**src/rtl/sqrt_scheduler.sv**
```systemverilog
// Shared bit-serial square-root engine with two-port round-robin arbitration.
// Produces floor(sqrt(operand * 2^OUT_W)) one result bit per cycle, tagged with the requester ID.
module sqrt_scheduler #(
    parameter int IN_W  = 8,
    parameter int OUT_W = 16,
    parameter int CMP_W = 32
) (
    input  logic             clk,
    input  logic             rst,
    input  logic             req0,
    input  logic [IN_W-1:0]  in0,
    output logic             gnt0,
    input  logic             req1,
    input  logic [IN_W-1:0]  in1,
    output logic             gnt1,
    output logic             busy,
    output logic             out_valid,
    output logic             out_id,
    output logic [OUT_W-1:0] out
);

    localparam int BIT_W = (OUT_W > 1) ? $clog2(OUT_W) : 1;

    typedef enum logic [0:0] {IDLE, CALC} state_t;

    state_t             state_q, state_d;
    logic               gnt0_q, gnt0_d, gnt1_q, gnt1_d;
    logic               out_valid_q, out_valid_d;
    logic               out_id_q, out_id_d;
    logic [OUT_W-1:0]   out_q, out_d;
    logic               last_q, last_d;
    logic               id_q, id_d;
    logic [CMP_W-1:0]   opnd_q, opnd_d;
    logic [OUT_W-1:0]   root_q, root_d;
    logic [BIT_W-1:0]   bit_q, bit_d;
    logic               win;
    logic [IN_W-1:0]    in_sel;
    logic [OUT_W-1:0]   trial;

    // Full-width square compare; CMP_W is wide enough that nothing is truncated.
    function automatic logic fits(input logic [OUT_W-1:0] t, input logic [CMP_W-1:0] s);
        logic [CMP_W-1:0] sq;
        sq = CMP_W'(t) * CMP_W'(t);
        return sq <= s;
    endfunction

    always_ff @(posedge clk) begin
        if (rst) begin
            state_q     <= IDLE;
            gnt0_q      <= 1'b0;
            gnt1_q      <= 1'b0;
            out_valid_q <= 1'b0;
            out_id_q    <= 1'b0;
            out_q       <= '0;
            last_q      <= 1'b1;
            id_q        <= 1'b0;
        end else begin
            state_q     <= state_d;
            gnt0_q      <= gnt0_d;
            gnt1_q      <= gnt1_d;
            out_valid_q <= out_valid_d;
            out_id_q    <= out_id_d;
            out_q       <= out_d;
            last_q      <= last_d;
            id_q        <= id_d;
        end
    end

    always_ff @(posedge clk) begin
        opnd_q <= opnd_d;
        root_q <= root_d;
        bit_q  <= bit_d;
    end

    always_comb begin
        state_d     = state_q;
        gnt0_d      = 1'b0;
        gnt1_d      = 1'b0;
        out_valid_d = 1'b0;
        out_id_d    = out_id_q;
        out_d       = out_q;
        last_d      = last_q;
        id_d        = id_q;
        opnd_d      = opnd_q;
        root_d      = root_q;
        bit_d       = bit_q;
        win         = 1'b0;
        in_sel      = in0;
        trial       = '0;
        case (state_q)
            IDLE: begin
                if (req0 || req1) begin
                    // On contention the port not served last wins.
                    win     = (req0 && req1) ? ~last_q : req1;
                    in_sel  = win ? in1 : in0;
                    gnt0_d  = ~win;
                    gnt1_d  = win;
                    opnd_d  = CMP_W'(in_sel) << OUT_W;
                    root_d  = '0;
                    bit_d   = BIT_W'(OUT_W - 1);
                    id_d    = win;
                    state_d = CALC;
                end
            end
            CALC: begin
                trial = root_q | (OUT_W'(1) << bit_q);
                if (fits(trial, opnd_q)) begin
                    root_d = trial;
                end
                if (bit_q == '0) begin
                    out_d       = root_d;
                    out_id_d    = id_q;
                    out_valid_d = 1'b1;
                    last_d      = id_q;
                    state_d     = IDLE;
                end else begin
                    bit_d = bit_q - 1'b1;
                end
            end
            default: state_d = IDLE;
        endcase
    end

    always_comb begin
        busy      = (state_q == CALC);
        gnt0      = gnt0_q;
        gnt1      = gnt1_q;
        out_valid = out_valid_q;
        out_id    = out_id_q;
        out       = out_q;
    end

endmodule

```
**config.mk**
```make
export PLATFORM = sky130hd
export DESIGN_NAME = sqrt_scheduler
export DESIGN_NICKNAME = d
export VERILOG_FILES = /design/src/rtl/sqrt_scheduler.sv
export SDC_FILE = /design/constraint.sdc
export NUM_CORES = 1
export LEC_CHECK = 0
export ABC_AREA = 1
export ABC_CLOCK_PERIOD_IN_PS = 8900
export CORE_MARGIN = 2
export CORE_UTILIZATION = 40
export DETAILED_ROUTE_END_ITERATION = 6
export HOLD_SLACK_MARGIN = 0.1
export PLACE_DENSITY = 0.62
export REMOVE_ABC_BUFFERS = 1
export SYNTH_ARGS = -nofsm -noshare
export SYNTH_HDL_FRONTEND = slang
export SYNTH_SLANG_ARGS = --single-unit
```
**constraint.sdc**
```tcl
create_clock -name clk -period 8.9 [get_ports clk]
set_clock_uncertainty 0.15 [all_clocks]
set_input_delay 1.335 -clock clk [delete_from_list [all_inputs] [get_ports clk]]
set_output_delay 1.335 -clock clk [all_outputs]
set_load 0.05 [all_outputs]
```
==> reports/summary.txt <==
WP buf/inv = 7
Syn avg cell area = 7.766 sq um
Dpl cells = 1663
# clock sinks = 51
Max Slew Vio Count = 0
Critical-path maximum fanout = 16
Drt drc = 0
CP startpoint kind = flop
FILL cells = 2562
1st-pass router iterations = 5
Largest net degree at the start of global routing = 22
Synth warnings = 0
Worst EP arrival = 8.25 ns
Max-cap violations = 0
FP Rows = 58
Synth unique cells = 39
Leakage power = 6.055 nW
Worst min path class = flop to flop
CP peak stage delay = 0.58 ns
Crit path time final = 8.261 ns
Gpl congestion = 0.8896
Hold Violations, Final = 0
Critical hold path startpoint = out_id
Tcrit/Tclk final = 92.82%
Setup_tns = 0 ns
Post-synth EDFFs = 28
Post-route antenna net violation count = 0
Crit Path Category = flop to flop
Fin area = 0.01113 sq mm
Top post-synthesis cells by area = fa_1, ha_1, inv_1
Post-synth top flop = edfxtp_1
Total global routing track utilization = 18.85%
Post-CTS Hold Buffers = 0
Yosys reg bits = 51
DP HPWL = 18940 um
Clock-pin slew on the worst setup and hold paths = 0.07 ns
Syn Inst Count = 1302
Share of the synthesized area in the top cell type = 32.87%
Wire length per cell = 13.91 um
IO buf count = 40
Final net count = 1635
Worst r2r src = bit_q[0]
Top post-synthesis cells by count = inv_1, nand2_1, fa_1
Worst r2r path cells = 41
CP max stage cell = fa_1
H-tree depth = 2
Sequential area share after synthesis = 12.87%
Max frequency = 0.1211 GHz
Area leader, netlist = fa_1
Post-DP Area = 0.01094 sq mm
Data required time at the worst endpoint = 8.89 ns
Post-Route Utilization = 44.59%
Initial antenna violation count = 0
Die height = 163.0 um
Clk buf depth = 2
Share of layout cells above drive strength 1 = 3.649%
PwrDens = 106.1 mW/mm^2
CP top delay family = adder cells
Hold depth = 2
Maximum VDD drop = 0.1081 mV
CTS Buf Count = 5
Pre-CTS setup slack = 0.5030 ns
Final std cells w/o fill = 1673
CTS tree = done
Design Power = 1.181 mW
Final WL = 23280 um
Via count = 7938
Reg2reg end = root_q[11]
Via density per instance = 4.745
Initial core utilization = 40.50%
Async set-reset flop share out of synthesis = 0%
Root Buffer = clkbuf_16
Most common cell in the netlist = inv_1
P&R area growth vs syn = 10.09%
Setup violators final = 0
Vias in the first global route = 8307
Clk_lat worst skew = 0.29 ns
First-pass GRT wire length = 40300 um
Unrepaired setup endpoints after global routing = false
Register-to-register setup slack = 0.64 ns
Hold Slack = 0.3210 ns
Cell Area, Synth = 0.01011 sq mm
Core Area = 0.02496 sq mm
Hold path endpoint = out_id
Antenna cell count = 0
Setup slack after layout = 0.6393 ns
Outcome = finished, final reports clean
Ports = 41
Initial drt markers = 456
Max_slew headroom = 45.14%
Critical path's most frequent cell = nand2_1
Worst setup EP type = flop
Die X = 163.0 um
Worst Max-Slew Pin Slew = 0.8198 ns
Grt ovf = 0
Die area = 0.02657 sq mm
power by group:
group	total (mW)	switching [mW]	internal, mW
Clock	0.199	0.0779	0.122
Combinational	0.719	0.449	0.270
Sequential	0.263	0.00396	0.259
final cells by class:
cell class | count | area (sq um) | area share, %
tap | 330 | 412.9 | 3.710
timing repair buffer | 58 | 551.8 | 4.957
inverter | 351 | 1323 | 11.88
clock buffer | 8 | 157.7 | 1.416
multi-input combinational | 875 | 7385 | 66.34
sequential | 51 | 1301 | 11.69
kinds of logic (layout without fill, tap and decap cells):
kind of cell / count (synthesis) / after routing / synth area share, %
multiplexers: 1 / 1 / 0.1114
adder cells (fa/ha/maj): 273 / 273 / 46.11
AND/OR/NAND/NOR: 467 / 467 / 19.00
buffers and inverters: 376 / 417 / 14.16
AO/OA/AOI/OAI: 116 / 116 / 6.200
XOR/XNOR: 18 / 18 / 1.559
flip-flops: 51 / 51 / 12.87
metal layers:
metal  wire (um)  global-route usage [%]  up-vias
met4         339                   3.178        0
met3         743                   1.248       21
met5           0                       0        -
met2       11250                   33.22      141
li1            -                       -     3949
met1       10940                   25.93     3827
state kept, by name (all words and copies together) (netlist names):
register / cells
out: 16
root_q: 16
gnt0: 1
out_valid: 1
bit_q: 4
opnd_q: 8
busy: 1
id_q: 1
out_id: 1
last_q: 1
gnt1: 1
cell usage in the layout, fill, tap and decap left out, types with 16 or more instances in the layout:
cell	Yosys	routed
inv_1	347	347
nand2_1	326	326
fa_1	166	166
ha_1	107	107
nor2_1	75	74
a21oi_1	53	53
clkdlybuf4s50_1	0	40
nand3_1	32	32
o21ai_0	32	32
edfxtp_1	28	28
dfxtp_1	23	23
buf_4	0	16
timing repair:
action | CTS | global route
endpoints found under the setup margin | 0 | 32
setup buffers | 0 | 2
resized for setup | 0 | 2
endpoints found under the hold margin | 0 | 0
worst register-to-register path, delay by kind of cell, from the launching register on:
family | cells | cell delay, ns
compound gates | 5 | 0.95
simple gates | 19 | 1.73
flops | 1 | 0.44
buf+inv | 7 | 0.79
fa+ha+maj | 9 | 3.88
xor+xnor | 1 | 0.18
worst max-delay path by stage:
| stage | start | end | slack, ns | depth (start not counted) |
|---|---|---|---|---|
| 6_report | bit_q[0] | root_q[11] | 0.64 | 41 |
| 5_1_grt | bit_q[0] | root_q[11] | 0.005 | 43 |
| 4_1_cts | bit_q[1] | root_q[7] | 0.44 | 39 |
| 3_5_place_dp | bit_q[1] | root_q[7] | 0.50 | 39 |
| 3_3_place_gp | bit_q[1] | root_q[7] | 0.61 | 39 |
| 2_1_floorplan | bit_q[1] | root_q[13] | 1.02 | 39 |
Power figures use the tool's default switching activity.
